<file path="src/rtl/bp_me_stream_mux_to_wormhole_pkg.sv">
// Shared types and helpers for the stream-to-wormhole converters.
package bp_me_stream_mux_to_wormhole_pkg;

   // Converter FSM: arbitrate/latch, stream header flits, pass data beats through.
   typedef enum logic [1:0] {
      e_idle,
      e_hdr,
      e_data
   } wh_state_e;

   // Number of flits needed to carry a header of hdr_bits bits.
   function automatic int wh_hdr_flits(input int hdr_bits, input int flit_width);
      return (hdr_bits + flit_width - 1) / flit_width;
   endfunction

endpackage

</file>
<file path="src/rtl/bp_me_stream_mux_to_wormhole_if.sv">
// Channel-side stream bundle plus the wormhole link, as seen by the mux.
interface bp_me_stream_mux_to_wormhole_if #(
   parameter int num_ch_p      = 2,
   parameter int flit_width_p  = 64,
   parameter int cord_width_p  = 8,
   parameter int cid_width_p   = 2,
   parameter int hdr_width_p   = 100,
   parameter int beats_width_p = 3
);
   logic [num_ch_p*hdr_width_p-1:0]   ch_hdr_i;
   logic [num_ch_p*cord_width_p-1:0]  ch_dst_cord_i;
   logic [num_ch_p*cid_width_p-1:0]   ch_dst_cid_i;
   logic [num_ch_p*beats_width_p-1:0] ch_beats_i;
   logic [num_ch_p*flit_width_p-1:0]  ch_data_i;
   logic [num_ch_p-1:0]               ch_v_i;
   logic [num_ch_p-1:0]               ch_ready_and_o;
   logic [flit_width_p-1:0]           link_data_o;
   logic                              link_v_o;
   logic                              link_ready_and_i;
   logic [num_ch_p-1:0]               grant_o;

   // The mux itself.
   modport slave (
      input  ch_hdr_i, ch_dst_cord_i, ch_dst_cid_i, ch_beats_i, ch_data_i, ch_v_i,
      input  link_ready_and_i,
      output ch_ready_and_o, link_data_o, link_v_o, grant_o
   );

   // Sources and the link consumer.
   modport master (
      output ch_hdr_i, ch_dst_cord_i, ch_dst_cid_i, ch_beats_i, ch_data_i, ch_v_i,
      output link_ready_and_i,
      input  ch_ready_and_o, link_data_o, link_v_o, grant_o
   );
endinterface

</file>
<file path="src/rtl/bp_me_stream_mux_to_wormhole_rr.sv">
// Round-robin arbiter; priority rotates to the channel after each consumed grant.
module bp_me_stream_mux_to_wormhole_rr #(
   parameter int num_ch_p = 2,
   localparam int idx_w_lp = (num_ch_p > 1) ? $clog2(num_ch_p) : 1
) (
   input  logic                clk_i,
   input  logic                reset_n_i,
   input  logic [num_ch_p-1:0] reqs_i,
   input  logic                yumi_i,
   output logic [num_ch_p-1:0] grants_o,
   output logic [idx_w_lp-1:0] grant_idx_o
);
   logic [idx_w_lp-1:0] ptr_r, ptr_n;
   logic                found;

   // Scan requests starting at the priority pointer; first requester wins.
   always_comb begin
      // NOTE: every output gets a default before the loop so no latch is inferred.
      grants_o    = '0;
      grant_idx_o = '0;
      found       = 1'b0;
      for (int i = 0; i < num_ch_p; i++) begin
         if (!found && reqs_i[(int'(ptr_r) + i) % num_ch_p]) begin
            found                                     = 1'b1;
            grants_o[(int'(ptr_r) + i) % num_ch_p]    = 1'b1;
            grant_idx_o = idx_w_lp'((int'(ptr_r) + i) % num_ch_p);
         end
      end
      ptr_n = (grant_idx_o == idx_w_lp'(num_ch_p - 1)) ? '0 : grant_idx_o + idx_w_lp'(1);
   end

   // Advance priority past the winner only when the grant is consumed.
   always_ff @(posedge clk_i) begin
      // NOTE: sequential state uses non-blocking assignments only.
      if (!reset_n_i)  ptr_r <= '0;
      else if (yumi_i) ptr_r <= ptr_n;
   end
endmodule

</file>
<file path="src/rtl/bp_me_stream_mux_to_wormhole.sv">
// Multi-channel stream to wormhole mux: packet-granular round-robin onto one link.
module bp_me_stream_mux_to_wormhole
   import bp_me_stream_mux_to_wormhole_pkg::*;
#(
   parameter int num_ch_p      = 2,
   parameter int flit_width_p  = 64,
   parameter int cord_width_p  = 8,
   parameter int len_width_p   = 4,
   parameter int cid_width_p   = 2,
   parameter int hdr_width_p   = 100,
   parameter int beats_width_p = 3
) (
   input  logic                            clk_i,
   input  logic                            reset_n_i,
   bp_me_stream_mux_to_wormhole_if.slave   bus
);
   localparam int hdr_bits_lp = cord_width_p + len_width_p + cid_width_p + hdr_width_p;
   localparam int h_lp        = wh_hdr_flits(hdr_bits_lp, flit_width_p);
   localparam int cnt_w_lp    = (h_lp > 1) ? $clog2(h_lp) : 1;
   localparam int idx_w_lp    = (num_ch_p > 1) ? $clog2(num_ch_p) : 1;

   // Wormhole header, cord in the least-significant bits.
   typedef struct packed {
      logic [hdr_width_p-1:0]  hdr;
      logic [cid_width_p-1:0]  cid;
      logic [len_width_p-1:0]  len;
      logic [cord_width_p-1:0] cord;
   } wh_hdr_s;

   if (h_lp < 1) begin : g_bad_h
      $error("wormhole header must occupy at least one flit");
   end
   if ((h_lp - 1 + (1 << beats_width_p) - 1) >= (1 << len_width_p)) begin : g_bad_len
      $error("len_width_p too narrow for the largest packet");
   end

   wh_state_e                    state_r, state_n;
   logic [h_lp*flit_width_p-1:0] hdr_word_r, pick_word;
   wh_hdr_s                      pick_hdr;
   logic [beats_width_p-1:0]     beats_r, pick_beats;
   logic [num_ch_p-1:0]          grant_r, arb_grants, ch_ready;
   logic [idx_w_lp-1:0]          gidx_r, arb_idx;
   logic [cnt_w_lp-1:0]          cnt_r;
   logic [flit_width_p-1:0]      link_data;
   logic                         link_v, arb_yumi;

   assign arb_yumi = (state_r == e_idle) && (|bus.ch_v_i);

   bp_me_stream_mux_to_wormhole_rr #(.num_ch_p(num_ch_p)) arb (
      .clk_i       (clk_i),
      .reset_n_i   (reset_n_i),
      .reqs_i      (bus.ch_v_i),
      .yumi_i      (arb_yumi),
      .grants_o    (arb_grants),
      .grant_idx_o (arb_idx)
   );

   // Build the zero-padded header word of the channel the arbiter is picking.
   always_comb begin
      pick_beats    = bus.ch_beats_i[arb_idx*beats_width_p +: beats_width_p];
      pick_hdr.hdr  = bus.ch_hdr_i[arb_idx*hdr_width_p +: hdr_width_p];
      pick_hdr.cid  = bus.ch_dst_cid_i[arb_idx*cid_width_p +: cid_width_p];
      pick_hdr.cord = bus.ch_dst_cord_i[arb_idx*cord_width_p +: cord_width_p];
      pick_hdr.len  = len_width_p'(h_lp - 1) + len_width_p'(pick_beats);
      pick_word     = '0;
      pick_word[hdr_bits_lp-1:0] = pick_hdr;
   end

   // Next state and link/channel outputs.
   always_comb begin
      state_n   = state_r;
      link_v    = 1'b0;
      link_data = '0;
      ch_ready  = '0;
      unique case (state_r)
         e_idle: if (arb_yumi) state_n = e_hdr;
         e_hdr: begin
            link_v    = 1'b1;
            link_data = hdr_word_r[cnt_r*flit_width_p +: flit_width_p];
            if (bus.link_ready_and_i && cnt_r == cnt_w_lp'(h_lp - 1)) begin
               if (beats_r == '0) begin
                  ch_ready = grant_r;
                  state_n  = e_idle;
               end else begin
                  state_n  = e_data;
               end
            end
         end
         e_data: begin
            link_v    = bus.ch_v_i[gidx_r];
            link_data = bus.ch_data_i[gidx_r*flit_width_p +: flit_width_p];
            ch_ready  = grant_r & {num_ch_p{bus.link_ready_and_i}};
            if (link_v && bus.link_ready_and_i && beats_r == beats_width_p'(1))
               state_n = e_idle;
         end
         default: state_n = e_idle;
      endcase
   end

   // FSM, packet bookkeeping and flit counter.
   always_ff @(posedge clk_i) begin
      if (!reset_n_i) begin
         state_r <= e_idle;
         beats_r <= '0;
         grant_r <= '0;
         gidx_r  <= '0;
         cnt_r   <= '0;
      end else begin
         state_r <= state_n;
         case (state_r)
            e_idle: if (arb_yumi) begin
               beats_r <= pick_beats;
               grant_r <= arb_grants;
               gidx_r  <= arb_idx;
               cnt_r   <= '0;
            end
            e_hdr:  if (bus.link_ready_and_i) cnt_r <= cnt_r + cnt_w_lp'(1);
            e_data: if (link_v && bus.link_ready_and_i) beats_r <= beats_r - beats_width_p'(1);
            default: ;
         endcase
      end
   end

   // Header word capture at the pick.
   always_ff @(posedge clk_i) begin
      // NOTE: pure datapath register, only read in e_hdr after a fresh capture, so it carries no reset.
      if (arb_yumi) hdr_word_r <= pick_word;
   end

   assign bus.link_v_o       = link_v;
   assign bus.link_data_o    = link_data;
   assign bus.ch_ready_and_o = ch_ready;
   assign bus.grant_o        = (state_r == e_idle) ? '0 : grant_r;
endmodule

</file>
<file path="src/flat_wrapper.sv">
// flat-port wrapper written by rule: the top's interface ports become plain ports
module bp_me_stream_mux_to_wormhole_flat import bp_me_stream_mux_to_wormhole_pkg::*;
#(
   parameter int num_ch_p      = 2,
   parameter int flit_width_p  = 64,
   parameter int cord_width_p  = 8,
   parameter int len_width_p   = 4,
   parameter int cid_width_p   = 2,
   parameter int hdr_width_p   = 100,
   parameter int beats_width_p = 3
)
  (clk_i, reset_n_i, bus_ch_hdr_i, bus_ch_dst_cord_i, bus_ch_dst_cid_i, bus_ch_beats_i, bus_ch_data_i, bus_ch_v_i, bus_link_ready_and_i, bus_ch_ready_and_o, bus_link_data_o, bus_link_v_o, bus_grant_o);
  bp_me_stream_mux_to_wormhole_if #(.num_ch_p(num_ch_p), .flit_width_p(flit_width_p), .cord_width_p(cord_width_p), .cid_width_p(cid_width_p), .hdr_width_p(hdr_width_p), .beats_width_p(beats_width_p)) bus_i ();
  input  logic clk_i;
  input  logic reset_n_i;
  input wire logic [$bits(bus_i.ch_hdr_i)-1:0] bus_ch_hdr_i;
  input wire logic [$bits(bus_i.ch_dst_cord_i)-1:0] bus_ch_dst_cord_i;
  input wire logic [$bits(bus_i.ch_dst_cid_i)-1:0] bus_ch_dst_cid_i;
  input wire logic [$bits(bus_i.ch_beats_i)-1:0] bus_ch_beats_i;
  input wire logic [$bits(bus_i.ch_data_i)-1:0] bus_ch_data_i;
  input wire logic [$bits(bus_i.ch_v_i)-1:0] bus_ch_v_i;
  input wire logic [$bits(bus_i.link_ready_and_i)-1:0] bus_link_ready_and_i;
  output wire logic [$bits(bus_i.ch_ready_and_o)-1:0] bus_ch_ready_and_o;
  output wire logic [$bits(bus_i.link_data_o)-1:0] bus_link_data_o;
  output wire logic [$bits(bus_i.link_v_o)-1:0] bus_link_v_o;
  output wire logic [$bits(bus_i.grant_o)-1:0] bus_grant_o;
  assign bus_i.ch_hdr_i = bus_ch_hdr_i;
  assign bus_i.ch_dst_cord_i = bus_ch_dst_cord_i;
  assign bus_i.ch_dst_cid_i = bus_ch_dst_cid_i;
  assign bus_i.ch_beats_i = bus_ch_beats_i;
  assign bus_i.ch_data_i = bus_ch_data_i;
  assign bus_i.ch_v_i = bus_ch_v_i;
  assign bus_i.link_ready_and_i = bus_link_ready_and_i;
  assign bus_ch_ready_and_o = bus_i.ch_ready_and_o;
  assign bus_link_data_o = bus_i.link_data_o;
  assign bus_link_v_o = bus_i.link_v_o;
  assign bus_grant_o = bus_i.grant_o;
  bp_me_stream_mux_to_wormhole #(.num_ch_p(num_ch_p), .flit_width_p(flit_width_p), .cord_width_p(cord_width_p), .len_width_p(len_width_p), .cid_width_p(cid_width_p), .hdr_width_p(hdr_width_p), .beats_width_p(beats_width_p)) u_core (.clk_i(clk_i), .reset_n_i(reset_n_i), .bus(bus_i));
endmodule
</file>
<file path="config.mk">
export PLATFORM = sky130hd
export DESIGN_NAME = bp_me_stream_mux_to_wormhole_flat
export DESIGN_NICKNAME = d
export VERILOG_FILES = /design/src/rtl/bp_me_stream_mux_to_wormhole_pkg.sv /design/src/rtl/bp_me_stream_mux_to_wormhole_if.sv /design/src/rtl/bp_me_stream_mux_to_wormhole_rr.sv /design/src/rtl/bp_me_stream_mux_to_wormhole.sv /design/src/flat_wrapper.sv
export SDC_FILE = /design/constraint.sdc
export NUM_CORES = 1
export LEC_CHECK = 0
export ABC_AREA = 1
export BUFFER_PORTS_ARGS = -buffer_cell sky130_fd_sc_hd__buf_2
export CORE_AREA = 5 5 162 164
export DETAILED_ROUTE_END_ITERATION = 10
export DIE_AREA = 0 0 167 169
export SYNTH_ARGS = -nofsm -noshare
export SYNTH_HDL_FRONTEND = slang
export SYNTH_HIERARCHICAL = 1
export SYNTH_SLANG_ARGS = --single-unit
</file>
<file path="constraint.sdc">
create_clock -name clk_i -period 12.4 [get_ports clk_i]
set_clock_uncertainty 0.2 [all_clocks]
set_input_delay 3.1 -clock clk_i [delete_from_list [all_inputs] [get_ports clk_i]]
set_output_delay 3.1 -clock clk_i [all_outputs]
set_load 0.005 [all_outputs]
</file>
==> results of run 1 <==
[state kept, by name (all words and copies together), names as in the netlist, named ones only]
name / cells
u_core/grant_r: 2
u_core/state_r: 2
u_core/beats_r: 3
u_core/cnt_r: 1
u_core/hdr_word_r: 114
u_core/gidx_r: 1
[final timing paths]
kind,slack (ns),cells past startpoint,to
worst max-delay path,5.07,8,bus_ch_ready_and_o[1]
worst min-delay path,0.29,2,u_core/beats_r[1]
worst max register to register,9.20,9,u_core/grant_r[1]
worst min register to register,0.29,2,u_core/beats_r[1]
[layout make-up]
type | instances | area (um^2)
Fill cell | 2599 | 14240
Multi-Input combinational cell | 838 | 3557
Clock buffer | 19 | 432.9
Tap cell | 330 | 412.9
Clock inverter | 12 | 172.7
Inverter | 26 | 100.1
Sequential cell | 124 | 3626
Timing Repair Buffer | 436 | 2205
[cell usage after synthesis (all sizes together) (2+ instances only)]
cell | number | area, um^2
nor2 | 242 | 910.9
xnor2 | 2 | 17.52
inv | 26 | 97.59
nand3 | 8 | 45.04
edfxtp | 114 | 3423
nand2 | 372 | 1404
buf | 39 | 215.2
nor3 | 2 | 10.01
clkbuf | 32 | 121.4
ha | 8 | 100.1
a21oi | 74 | 370.4
o21ai | 122 | 610.6
a21boi | 3 | 22.52
dfxtp | 10 | 200.2
[critical path: stages]
cell and delay, ns:
buf_2 0.11, nand2_1 0.09, nor3b_2 0.23, nand2_1 0.07
o21ai_1 0.07, inv_1 0.06, nor3_1 0.15, buf_2 0.15
[logic make-up after synthesis]
logic type | synth area share
AND/OR/NAND/NOR | 0.3146
flip-flops | 0.4773
XOR/XNOR | 0.002308
multiplexers | 0.001318
AO/OA/AOI/OAI | 0.1341
buffers and inverters | 0.05718
adder cells (fa/ha/maj) | 0.01318
[cell usage in the layout, fill, tap and decap left out, drive strengths merged]
master | synthesis | routed
buf | 39 | 436
nand2 | 372 | 372
nor2 | 242 | 242
o21ai | 122 | 122
edfxtp | 114 | 114
a21oi | 74 | 74
inv | 26 | 26
clkbuf | 32 | 19
dfxtp | 10 | 10
ha | 8 | 8
nand3 | 8 | 8
clkinv | 0 | 7
bufinv | 0 | 4
a21boi | 3 | 3
nor3 | 2 | 2
xnor2 | 2 | 2
clkinvlp | 0 | 1
nor3b | 1 | 1
nand4 | 1 | 1
o21a | 1 | 1
o211ai | 1 | 1
mux2i | 1 | 1
[metal layers]
metal  vias up  share of wire  GRT usage
met1      3689           0.41     0.2481
li1       4199              -          -
met5         -              0          0
met3        39          0.068    0.04390
met4         0          0.022    0.06617
met2       334           0.50     0.3535
[power by group through the flow]
stage               registers [uW]  logic (uW)  clock network [uW]
floorplan                      739         554                   0
global placement               711         879                   0
detailed placement             715         886                   0
CTS                            707         887                 530
global route                   721         982                 548
finish                         706         879                 517
[through the flow]
| step | cells | utilization | hold WS [ns] | setup slack (ns) |
|---|---|---|---|---|
| after floorplan | 1059 | - | 0.2512 | 2.254 |
| after global placement | 1754 | 0.4001 | 0.2684 | 5.123 |
| after detailed placement | 1754 | 0.4001 | 0.2816 | 5.070 |
| after CTS | 1785 | 0.4246 | 0.2937 | 5.071 |
| after global routing | 1785 | 0.4246 | 0.3255 | 4.941 |
| final | 1785 | 0.4246 | 0.2899 | 5.070 |
==> flow_metrics.py, run 1 <==
metrics = {
    "worst_setup_path": {
        "required_ns": 9.10,
        "worstSetupPathType": "input port to output pin",
        "crit_path_end_kind": "output pin",
        "crit_fanout": 4,
        "critPathLaunchType": "input port",
        "worstPathArrival_ns": 4.03,
        "timing.rr.start": "u_core/state_r[0]",
        "critPathLaunch": "bus_link_ready_and_i",
    },
    "synth": {
        "synth.distinct_cells": 28,
        "syn_inst": 1059,
        "synthArstFlopShare": 0,
        "seq_area_frac_synth": 0.4773,
        "synth_flop_cell": "edfxtp_1",
        "synth-edff-count": 114,
        "avgSynthCellArea_um2": 7.169,
        "ys_seq_elements": 124,
        "syn-num-nets": 1426,
        "synthesis.area_um2": 7592,
        "ys_warn_count": 6,
    },
    "cells_and_area": {
        "area.growth.synth_to_final_pct": 38.38,
        "antenna_cells": 0,
        "postLayoutCellArea_um2": 10510,
        "nets": 1810,
        "drive_above_1_share": 0.3306,
    },
    "clock_network": {
        "htreeDepth": 4,
        "clkTransAtPathRegs_ns": 0.05,
        "clockBufferDepth": 2,
        "cts_buffers": 17,
        "postCtsSetupRepairBufs": 0,
        "cts.sinks": 124,
        "clk_latency_ns": 0.40,
        "ctsHoldBuffers": 0,
        "cts_resized": 0,
        "cts_root_buf": "clkbuf_16",
        "cts_tree": "done",
    },
    "detailed_routing": {
        "dr.pass1.iters": 4,
        "drtAntennaViolNets": 0,
        "drcViolationCount": 0,
        "vias": 8261,
        "vias_per_cell": 4.628,
        "first_iter_violations": 498,
        "wl_mm": 29.90,
        "post_drt_wl_per_cell_um": 16.75,
    },
    "global_routing": {
        "grt_pass1_vias": 8272,
        "grt_max_degree": 114,
        "overflow": 0,
        "antenna_found_initial": 0,
        "track_usage": 0.2019,
        "grt_pass1_wl_mm": 44.53,
    },
    "timing": {
        "rsz0062_at_grt": "no",
        "slew_violations": 0,
        "hold_viol": 0,
        "fin_setup_tns_ns": 0,
        "fmax_mhz": 136.4,
        "slew-limit-headroom": 0.2191,
        "period_share": 0.5911,
        "min_period_ns": 7.330,
        "worst_pin_slew_ns": 1.171,
        "setup_viol_count_final": 0,
    },
    "power": {
        "vdd_drop_max_uv": 177.6,
        "p_per_area_nw_per_um2": 200.0,
        "seqPwrFrac": 0.336,
        "netSwitchingPower_uw": 837.8,
        "fin_total_pwr_uw": 2101,
        "p_clk_frac": 0.246,
        "p_leak_uw": 0.005223,
        "p_int_uw": 1264,
        "p_comb_frac": 0.418,
        "p_sw_frac": 0.3987,
    },
    "run": {
        "drv_cap": 0,
    },
    "hold_path": {
        "hold_path.startpoint": "u_core/beats_r[1]",
        "min_path_type": "register to register",
    },
    "placement": {
        "dp_hpwl_mm": 21.12,
        "place_congestion": 0.8934,
        "port_buffers": 427,
        "postPlaceCellArea_um2": 9901,
    },
    "run_status": {
        "status": "complete, no violations",
    },
    "floorplanning": {
        "ioPinCount": 428,
        "die-area_um2": 28220,
        "die_h_um": 169,
        "core_area_um2": 24750,
        "rows": 58,
        "die_x_um": 167,
        "start_util": 0.3068,
    },
}
(Power assumes the default switching activity.)
==> inputs of run 2 (changes only) <==
clock period = 7.47 ns   (was 12.4 ns; I/O delays follow)
==> flow_metrics.py, run 2 (same netlist as run 1, synthesis figures left out) <==
metrics = {
    "clock_network": {
        "ctsHoldBuffers": 0,
        "cts_tree": "done",
        "clk_latency_ns": 0.40,
        "cts_buffers": 17,
        "cts.sinks": 124,
        "cts_resized": 0,
        "postCtsSetupRepairBufs": 0,
        "cts_root_buf": "clkbuf_16",
        "clockBufferDepth": 2,
        "htreeDepth": 4,
        "clkTransAtPathRegs_ns": 0.06,
    },
    "floorplanning": {
        "die-area_um2": 28220,
        "rows": 58,
        "core_area_um2": 24750,
        "die_x_um": 167,
        "die_h_um": 169,
        "ioPinCount": 428,
        "start_util": 0.3068,
    },
    "cells_and_area": {
        "largest-register": "u_core/hdr_word_r",
        "largest_reg_flops": 114,
        "final_common_cell": "buf_2",
        "area.growth.synth_to_final_pct": 38.05,
        "drive_above_1_share": 0.3340,
        "nets": 1812,
        "largestRegisters": "u_core/hdr_word_r x114, u_core/beats_r x3",
        "final_cell_mix": "buf_2, nand2_1, nor2_1",
        "antenna_cells": 0,
    },
    "worst_setup_path": {
        "required_ns": 5.40,
        "cp_slowest_cell": "inv_2",
        "path_cells": "inv_1 > ha_1 > inv_2 > buf_4 > nor2_1 > o21ai_0 > a21oi_1 > buf_2",
        "crit_fanout": 38,
        "reg2reg_slack_ns": 4.88,
        "crit_path_end_kind": "output pin",
        "worstPathArrival_ns": 2.82,
        "worstSetupPathType": "register to output pin",
        "cp_num_buf_inv": 4,
        "path_delay_family": "buffers and inverters",
        "critPathLaunchType": "register",
        "cpPeakStageDelay_ns": 0.60,
    },
    "detailed_routing": {
        "vias_per_cell": 4.620,
        "drtAntennaViolNets": 0,
        "drcViolationCount": 0,
        "route.met3.wl_mm": 1.873,
        "dr.pass1.iters": 5,
        "first_iter_violations": 416,
        "vias": 8260,
        "post_drt_wl_per_cell_um": 16.54,
        "dr.max_layer_used": "met4",
        "wl_met1_mm": 12.27,
        "wl_mm": 29.57,
        "met2_length_mm": 14.88,
    },
    "global_routing": {
        "grt_pass1_wl_mm": 44.41,
        "track_usage": 0.2012,
        "grt_max_degree": 73,
        "antenna_found_initial": 1,
        "overflow": 0,
        "grt_pass1_vias": 8084,
    },
    "placement": {
        "dp_hpwl_mm": 21.29,
        "port_buffers": 427,
        "pre_cts_slack_ns": 2.588,
        "place_congestion": 0.8734,
    },
    "timing": {
        "setup_ws_ns": 2.579,
        "slew_violations": 0,
        "slew-limit-headroom": 0.3824,
        "worst_pin_slew_ns": 0.9250,
        "period_share": 0.6548,
        "fin_setup_tns_ns": 0,
        "hold_viol": 0,
        "min_period_ns": 4.891,
        "fmax_mhz": 204.4,
        "setup_viol_count_final": 0,
        "rsz0062_at_grt": "no",
    },
    "power": {
        "p_per_area_nw_per_um2": 324.7,
        "p_leak_uw": 0.005204,
        "vdd_drop_max_uv": 197.5,
    },
    "hold_path": {
        "min_path_type": "register to register",
    },
    "run": {
        "drv_cap": 0,
    },
    "run_status": {
        "status": "complete, no violations",
    },
}
run 2: layout make-up:
cell class,instances,area (um^2)
Fill cell,2602,14260
Timing Repair Buffer,438,2220
Tap cell,330,412.9
Multi-Input combinational cell,838,3557
Clock inverter,15,140.1
Clock buffer,17,425.4
Inverter,26,100.1
Sequential cell,124,3626
run 2: through the flow:
step	area, um^2	utilization	instances	hold slack [ns]	total power, uW
global placement	9916	0.4007	1756	0.2683	2636
finish	10480	0.4236	1788	0.2881	3404
CTS	10480	0.4236	1788	0.2890	3455
global route	10480	0.4236	1788	0.3206	3664
detailed placement	9916	0.4007	1756	0.2726	2650
floorplan	7596	-	1059	0.2512	2117
run 2: worst register-to-register path, stage by stage (launching register included):
cell and delay, ns:
dfxtp_1 0.36, inv_2 0.08, a21boi_4 0.12, buf_4 0.46, inv_4 0.34, buf_4 0.46
nand2_1 0.20, nand2_1 0.12
run 2: path summary, 6_finish.rpt:
kind / start / endpoint / cells after the start
setup / recovery: u_core/state_r[0] / bus_link_data_o[63] / 8
hold / removal: u_core/grant_r[1] / u_core/grant_r[1] / 2
setup reg to reg: register / u_core/hdr_word_r[35] / 7
hold reg to reg: u_core/grant_r[1] / u_core/grant_r[1] / 2
run 2: report_power, final:
part	total [uW]	switching [uW]	leakage [uW]	internal (uW)
combinational	1440	1000	0.00373	437
sequential	1180	69.0	0.00121	1110
clock	790	328	0.000267	462
total	3400	1400	0.00520	2010
run 2: metal layers:
layer	GRT usage	vias to the layer above
met5	0	-
met4	0.05799	0
met3	0.04390	31
met2	0.3529	334
met1	0.2497	3688
li1	-	4207
